**src/rtl/reg_writeback.sv**
```systemverilog
// reg_writeback: the only writer of the 32x32 register file write port.
// It merges ALU results and returning load data onto one registered write
// port. ALU results that lose arbitration wait in a one-entry skid buffer.
// Sub-word loads are sign- or zero-extended. Registers that still have a
// write in flight are reported to decode as a hazard so decode can stall.
`timescale 1ns/1ps

module reg_writeback #(
    parameter int REG_AW = 5,
    parameter int DATA_W = 32
) (
    input  logic              clk,
    input  logic              reset,
    input  logic              alu_valid,
    output logic              alu_ready,
    input  logic [REG_AW-1:0] alu_dest,
    input  logic [DATA_W-1:0] alu_data,
    input  logic              load_issue,
    output logic              load_ready,
    input  logic [REG_AW-1:0] load_dest,
    input  logic [2:0]        load_type,
    input  logic [1:0]        load_offset,
    input  logic              mem_readdatavalid,
    input  logic [DATA_W-1:0] mem_readdata,
    input  logic [REG_AW-1:0] chk_reg,
    output logic              chk_hazard,
    output logic              load_pending,
    output logic              RegWrite,
    output logic [REG_AW-1:0] WriteReg,
    output logic [DATA_W-1:0] WriteData
);

    // Load-type encodings as they arrive on load_type.
    localparam logic [2:0] LT_LB  = 3'd0;
    localparam logic [2:0] LT_LBU = 3'd1;
    localparam logic [2:0] LT_LH  = 3'd2;
    localparam logic [2:0] LT_LHU = 3'd3;

    typedef enum logic {
        ST_IDLE,
        ST_LOAD_PEND
    } state_t;

    state_t r_state;
    state_t w_state_next;

    // Attributes of the outstanding load. They are captured at issue, so later
    // changes on the load_* inputs have no effect on the load in flight.
    logic [REG_AW-1:0] r_pend_dest;
    logic [2:0]        r_pend_type;
    logic [1:0]        r_pend_offset;

    // One-entry skid buffer for an ALU result that lost arbitration.
    logic              r_buf_full;
    logic [REG_AW-1:0] r_buf_dest;
    logic [DATA_W-1:0] r_buf_data;

    // Handshake qualifiers.
    logic w_load_acc;   // load accepted this cycle
    logic w_load_ret;   // load data returns this cycle, in LOAD_PEND only
    logic w_alu_acc;    // ALU result accepted this cycle

    // Arbitration winner for the write port.
    logic              w_win_valid;
    logic [REG_AW-1:0] w_win_dest;
    logic [DATA_W-1:0] w_win_data;

    // Extracted lanes and the extended load value.
    logic [7:0]        w_lane_byte;
    logic [15:0]       w_lane_half;
    logic [DATA_W-1:0] w_load_value;

    // ------------------------------------------------------------------
    // FSM
    // ------------------------------------------------------------------

    // State register. A reset that arrives mid-load discards the load.
    // NOTE: sequential state is assigned with <= so that every flop samples
    // values from before the clock edge, whatever order the blocks run in.
    always_ff @(posedge clk or negedge reset) begin
        if (!reset) begin
            r_state <= ST_IDLE;
        end else begin
            r_state <= w_state_next;
        end
    end

    // Next-state logic. A load is accepted only in IDLE. The return is
    // recognised only in LOAD_PEND.
    // NOTE: every signal written in always_comb gets a default first. Any path
    // that leaves a signal unassigned would infer a latch.
    always_comb begin
        w_state_next = r_state;
        unique case (r_state)
            ST_IDLE:      if (load_issue)        w_state_next = ST_LOAD_PEND;
            ST_LOAD_PEND: if (mem_readdatavalid) w_state_next = ST_IDLE;
            default:                             w_state_next = ST_IDLE;
        endcase
    end

    // FSM outputs and load handshake qualifiers.
    always_comb begin
        load_ready   = 1'b0;
        load_pending = 1'b0;
        w_load_acc   = 1'b0;
        w_load_ret   = 1'b0;
        unique case (r_state)
            ST_IDLE: begin
                load_ready = 1'b1;
                w_load_acc = load_issue;
            end
            ST_LOAD_PEND: begin
                load_pending = 1'b1;
                w_load_ret   = mem_readdatavalid;
            end
            default: begin
                load_ready = 1'b1;
            end
        endcase
    end

    // Capture the load attributes when the load is accepted.
    // NOTE: these registers are reset so that WriteData and chk_hazard are
    // deterministic from the first cycle. The data value does not depend on
    // the reset value.
    always_ff @(posedge clk or negedge reset) begin
        if (!reset) begin
            r_pend_dest   <= '0;
            r_pend_type   <= '0;
            r_pend_offset <= '0;
        end else if (w_load_acc) begin
            r_pend_dest   <= load_dest;
            r_pend_type   <= load_type;
            r_pend_offset <= load_offset;
        end
    end

    // ------------------------------------------------------------------
    // Load data extraction and extension
    // ------------------------------------------------------------------

    // Select the addressed byte and halfword lanes of the returned word.
    always_comb begin
        w_lane_byte = mem_readdata[7:0];
        unique case (r_pend_offset)
            2'd0: w_lane_byte = mem_readdata[7:0];
            2'd1: w_lane_byte = mem_readdata[15:8];
            2'd2: w_lane_byte = mem_readdata[23:16];
            2'd3: w_lane_byte = mem_readdata[31:24];
            default: w_lane_byte = mem_readdata[7:0];
        endcase
        w_lane_half = r_pend_offset[1] ? mem_readdata[31:16] : mem_readdata[15:0];
    end

    // Extend the selected lane. Unused type codes behave as LW.
    always_comb begin
        w_load_value = mem_readdata;
        unique case (r_pend_type)
            LT_LB:   w_load_value = {{(DATA_W-8){w_lane_byte[7]}}, w_lane_byte};
            LT_LBU:  w_load_value = {{(DATA_W-8){1'b0}}, w_lane_byte};
            LT_LH:   w_load_value = {{(DATA_W-16){w_lane_half[15]}}, w_lane_half};
            LT_LHU:  w_load_value = {{(DATA_W-16){1'b0}}, w_lane_half};
            default: w_load_value = mem_readdata;
        endcase
    end

    // ------------------------------------------------------------------
    // ALU skid buffer and write-port arbitration
    // ------------------------------------------------------------------

    assign alu_ready = !r_buf_full;
    assign w_alu_acc = alu_valid && !r_buf_full;

    // Pick at most one writer per cycle. Priority is: load return, then the
    // buffered ALU entry, then the ALU result accepted this cycle. While the
    // buffer is full no new ALU result can be accepted, so ALU order holds.
    always_comb begin
        w_win_valid = 1'b0;
        w_win_dest  = '0;
        w_win_data  = '0;
        if (w_load_ret) begin
            w_win_valid = 1'b1;
            w_win_dest  = r_pend_dest;
            w_win_data  = w_load_value;
        end else if (r_buf_full) begin
            w_win_valid = 1'b1;
            w_win_dest  = r_buf_dest;
            w_win_data  = r_buf_data;
        end else if (w_alu_acc) begin
            w_win_valid = 1'b1;
            w_win_dest  = alu_dest;
            w_win_data  = alu_data;
        end
    end

    // Fill the buffer when an accepted ALU result loses to a load return.
    // Drain the buffer in the first cycle with no load return.
    always_ff @(posedge clk or negedge reset) begin
        if (!reset) begin
            r_buf_full <= 1'b0;
            r_buf_dest <= '0;
            r_buf_data <= '0;
        end else if (w_load_ret && w_alu_acc) begin
            r_buf_full <= 1'b1;
            r_buf_dest <= alu_dest;
            r_buf_data <= alu_data;
        end else if (!w_load_ret && r_buf_full) begin
            r_buf_full <= 1'b0;
        end
    end

    // Register the winner onto the write port. A write to register 0 keeps
    // its slot but never raises RegWrite.
    always_ff @(posedge clk or negedge reset) begin
        if (!reset) begin
            RegWrite  <= 1'b0;
            WriteReg  <= '0;
            WriteData <= '0;
        end else begin
            RegWrite <= w_win_valid && (w_win_dest != '0);
            if (w_win_valid) begin
                WriteReg  <= w_win_dest;
                WriteData <= w_win_data;
            end
        end
    end

    // ------------------------------------------------------------------
    // Read-after-write hazard report
    // ------------------------------------------------------------------

    // Flag chk_reg while a load or a buffered ALU result still targets it.
    // The flag clears in the cycle the write reaches the write port.
    always_comb begin
        chk_hazard = 1'b0;
        if (load_pending && (chk_reg == r_pend_dest) && (r_pend_dest != '0))
            chk_hazard = 1'b1;
        if (r_buf_full && (chk_reg == r_buf_dest) && (r_buf_dest != '0))
            chk_hazard = 1'b1;
    end

endmodule

```
**config.mk**
```make
export PLATFORM = sky130hd
export DESIGN_NAME = reg_writeback
export DESIGN_NICKNAME = d
export VERILOG_FILES = /design/src/rtl/reg_writeback.sv
export SDC_FILE = /design/constraint.sdc
export NUM_CORES = 1
export LEC_CHECK = 0
export BUFFER_PORTS_ARGS = -buffer_cell sky130_fd_sc_hd__buf_2
export CORE_ASPECT_RATIO = 1.5
export CORE_UTILIZATION = 45
export DETAILED_ROUTE_END_ITERATION = 10
export PLACE_DENSITY = 0.68
export SLEW_MARGIN = 20
export SYNTH_ARGS = -nofsm -noshare
export SYNTH_HDL_FRONTEND = slang
export SYNTH_SLANG_ARGS = --single-unit
```
**constraint.sdc**
```tcl
create_clock -name clk -period 1.75 [get_ports clk]
set_input_delay 0.2625 -clock clk [delete_from_list [all_inputs] [get_ports clk]]
set_output_delay 0.2625 -clock clk [all_outputs]
set_load 0.1 [all_outputs]
```
Word level (Yosys, flattened, before mapping)

Cells that the tools add are included.

Eq/ne operators: 8
Multiplexer cells: 23
Bitwise logic cells: 1
Reductions and logical operators: 16

Operators with widths:

| kind                                                             | number |
|---|---|
| 32-bit case mux with 4 select lines                              | 1 |
| 32-bit 2-to-1 mux                                                | 3 |
| 8-bit case mux with 4 select lines                               | 1 |
| 16-bit 2-to-1 mux                                                | 1 |
| 5-bit 2-to-1 mux                                                 | 3 |
| 5-bit nonzero test                                               | 3 |
| 1-bit 2-to-1 mux                                                 | 13 |
| 5-bit == test                                                    | 2 |
| 1-bit logical AND                                                | 8 |
| 3-bit by 2-bit == test with 1-bit output (second input constant) | 2 |
| 2-bit == test (second input constant)                            | 2 |
| 3-bit by 1-bit == test with 1-bit output (second input constant) | 1 |
| 3-bit logical NOT                                                | 1 |
| 2-bit by 1-bit == test with 1-bit output (second input constant) | 1 |
| 1-bit logical NOT                                                | 2 |
| 2-bit logical NOT                                                | 1 |
| 1-bit case mux with 2 select lines                               | 1 |
| 2-bit nonzero test                                               | 1 |
| 1-bit inverter                                                   | 1 |

Bits in registers: 87
Input bits: 89
Output and inout bits: 42
Word-level logic and storage cells: 58

Depth between registers and ports, before layout

Depth in word-level cells: 7
Gate-level depth with buffers: 7
Mapped depth without buffers: 4

Least setup slack after synthesis

Ideal clock, no wire load.

Kind: reg2out
Start: reg r_buf_full
End: out chk_hazard
Arrival: 4.601 ns
Required time: 1.487 ns
Slack: -3.113 ns
Cell stages (with the launch flop): 5
Buffers on the path: 2
Cells stage by stage: dfrtp_1 > buf_2 > clkinv_1 > clkbuf_1 > o41ai_1

Longest elaborated chain between the ends: 3

Ends and longest elaborated chain:

| element                         | RTL line | text |
|---|---|---|
| from (decl)                     | 54       | `logic r_buf_full;` |
| from (signal assigned)          | 200      | `r_buf_full <= 1'b0;` |
| from (signal assigned)          | 204      | `r_buf_full <= 1'b1;` |
| from (signal assigned)          | 208      | `r_buf_full <= 1'b0;` |
| 1-bit logical AND (2 in series) | 238      | `if (r_buf_full && (chk_reg == r_buf_dest) && (r_buf_dest != '0))` |
| 1-bit 2-to-1 mux                | 238      |  |
| to (decl)                       | 26       | `output logic chk_hazard,` |

Every way passes these cells.

Worst setup path in the final report

Start: reg r_buf_dest[3]
End: out chk_hazard

Longest elaborated chain between the ends: 4
Elaborated cells on any way between the ends: 5
Classes of those cells: 1 x eq/ne; 1 x mux; 3 x reduce/logical

Ends and longest elaborated chain:

| element                | RTL line | text |
|---|---|---|
| from (decl)            | 55       | `logic [REG_AW-1:0] r_buf_dest;` |
| from (signal assigned) | 205      | `r_buf_dest <= alu_dest;` |
| 5-bit == test          | 238      |  |
| 1-bit logical AND      | 238      |  |
| 1-bit logical AND *    | 238      |  |
| 1-bit 2-to-1 mux *     | 238      |  |

Every way passes the cells marked *; elsewhere a longest branch is shown, timed or not.

==> results.ini <==
[logic_synthesis]
netlist.top_cell.by_area = dfrtp_1
synth_area_leaders = dfrtp_1 (49%), mux2_2 (12%), mux2i_1 (4.0%)
netlist_instances = 408
ys_types = 46
ys_seq_area_share_pct = 48.6
synth_area_sq_um = 4480
synth_top_area_share_pct = 48.6
synthArstFlopShare_pct = 100
yosysWarningCount = 0
syn_nets = 497
synth-edff-count = 0
synth-seq-cells = 87
synthFlopType = dfrtp_1
synth.avg_cell_area_sq_um = 11.0

[cells_and_area]
antenna_cells = 0
drive_above_1_share_pct = 42.5
fin_area_sq_um = 5770
fin_cells = 663
nets = 632
syn_to_final_growth_pct = 28.8
postLayoutCoreUtil_pct = 59.6

[global_routing]
grt_pass1_wl_um = 20600
grt_use_total_pct = 25.4
grt_max_degree = 34
antenna_found_initial = 0
grt_overflow = 0
grt_pass1_vias = 4000

[clock_network]
cts_htree_levels = 3
cts_tree = built
numCtsBuffers = 9
clk_latency_ps = 350
cts_root_buffer = clkbuf_16
clock_sinks = 87
clockBufferDepth = 2
clkTransAtPathRegs_ps = 70

[critical_path]
cp-end-kind = primary output
rrSetupSlack_ps = 130
startpoint_type = register
critPathKind = register to primary output
cp.required_ps = 1490
critPathArrivalTime_ps = 1720
worstPathMaxFanout = 4

[die]
coreArea_sq_um = 9690
die_y_um = 124
rows = 44
start_util_pct = 46.2
die_area_sq_um = 10400
io_pins = 131
die_x_um = 83.5

[placed_design]
port_buffers = 130
placedInstanceArea_sq_um = 5410
place.gp.congestion = 0.855
dp_cells = 641
dp_hpwl_um = 9480

[timing]
slew_headroom_pct = 55.8
report.final.slew_viol_count = 0
worst_slack_ps = -230
rsz0062_at_grt = yes
fin_crit_sh_pct = 113
fmax_mhz = 505
hold_viol_final = 0
setup_viol = 1
finalClockSkew_ps = 12.0
period_needed_ps = 1980
hold_slack_ps = 145
tightest_slew_ps = 664

[power]
p_leak_nw = 2.81
power_mw = 8.68
pwr_density_cell_nw_per_um2 = 1500
vdd_drop_max_mv = 0.953

[drt]
drt_wl_total_um = 12900
drt_iter0_markers = 249
wl_per_cell_um = 19.5
routed_via_density = 5.92
antenna_left = 0
num_vias = 3927
drcViolationCount = 0
first_pass_iters = 6

[status]
violations = negative setup slack
outcome = finished, violations left

[job]
drv_cap = 0

[hold_path]
hp-class = input port to register

layout by cell type (no fill, tap or decap), types with 2 or more instances in the layout:
cell,n
a211o_1,6
and3_1,3
buf_4,21
xor2_1,4
buf_6,2
dfrtp_1,86
nor2_1,13
mux2i_1,18
nor4_1,3
a22o_1,16
nand3b_1,10
a31oi_1,2
xnor2_1,4
clkbuf_16,9
buf_2,128
o21ai_0,21
nor2b_1,6
mux2_2,46
a2bb2oi_1,3
buf_12,7
a21oi_1,15
inv_1,2
a222oi_1,16
nor3_1,3
and2b_1,2
a21oi_2,2
a22oi_1,17
a21o_1,10
inv_6,2
nand2_1,36
o22ai_1,6
nand2b_1,2
clkinv_4,3
through the flow:
| step | TNS [ps] | setup slack (ps) |
|---|---|---|
| final | -230 | -230 |
| after global routing | -289 | -289 |
| after CTS | -193 | -193 |
| after detailed placement | 0 | 104 |
| after global placement | 0 | 155 |
| after floorplan | -359 | -359 |
final timing paths:
kind | from | end | cells after the start
min in group asynchronous | reset | WriteData[30]$_DFFE_PN0P_ | 2
min | load_dest[2] | r_pend_dest[2]$_DFFE_PN0P_ | 2
min reg2reg | WriteReg[2]$_DFFE_PN0P_ | WriteReg[2]$_DFFE_PN0P_ | 2
max | r_buf_dest[3]$_DFFE_PN0P_ | chk_hazard | 5
max in group asynchronous | reset | WriteData[6]$_DFFE_PN0P_ | 3
max reg2reg | r_state$_DFF_PN0_ | r_buf_data[0]$_DFFE_PN0P_ | 4
registers in the layout, summed over array words and instances (netlist names):
signal,count
r_pend_offset,2
r_pend_dest,5
r_state,1
WriteReg,5
r_buf_data,32
RegWrite,1
r_pend_type,3
r_buf_full,1
r_buf_dest,5
WriteData,32
report_power, final:
group          switching, mW  total, mW  internal, mW
combinational           2.79       3.90          1.11
sequential             0.394       2.96          2.57
clock                  0.841       1.82         0.977
total                   4.03       8.68          4.65
cells in the mapped netlist (3+ instances only):
cell type	count
a211o_1	6
a21o_1	10
a21oi_1	17
a222oi_1	16
a22o_1	16
a22oi_1	17
a2bb2oi_1	3
and3_1	3
buf_2	16
clkbuf_1	15
dfrtp_1	87
mux2_2	46
mux2i_1	18
nand2_1	36
nand3b_1	10
nor2_1	13
nor2b_1	7
nor3_1	4
nor4_1	3
o21ai_0	21
o22ai_1	6
xnor2_1	4
xor2_1	4
metal layers:
metal  track usage [%]  vias up  routed length [um]
met5                 0        -                   0
met4              14.1        0                 493
met3              3.26       27                 607
met2              43.2      157                6690
met1              31.0     1925                5110
li1                  -     1818                   -
kinds of logic (layout without fill, tap and decap cells):
family	count (synthesis)	after routing	share of synthesized area (%)
DFF	87	87	48.6
and+or+nand+nor	86	86	9.52
muxes	65	65	16.1
buffers and inverters	38	178	3.97
AOI/OAI and AO/OA	124	124	20.3
xor gates and xnor gates	8	8	1.56
worst max-delay path: stages (launching register included):
cell and delay [ps]:
dfrtp_1 420, buf_4 160, xnor2_1 140, nand3_1 160
o41ai_4 280, buf_12 220
timing repair:
item                       in CTS  in global routing
gates resized for setup         2                  6
buffers inserted                2                  3
pin swaps                       2                  0
setup endpoints to repair       2                 25
hold buffers                    1                  0
hold endpoints to repair       28                  0
cell type report:
| type | instances | area (sq um) |
|---|---|---|
| clock buffers | 9 | 225 |
| clock inverters | 7 | 56.3 |
| fillers | 865 | 3920 |
| inverters | 3 | 23.8 |
| multi-input cells | 283 | 2170 |
| flip-flops and latches | 87 | 2180 |
| well taps | 115 | 144 |
| repair buffers | 159 | 971 |
(Power assumes the default switching activity.)
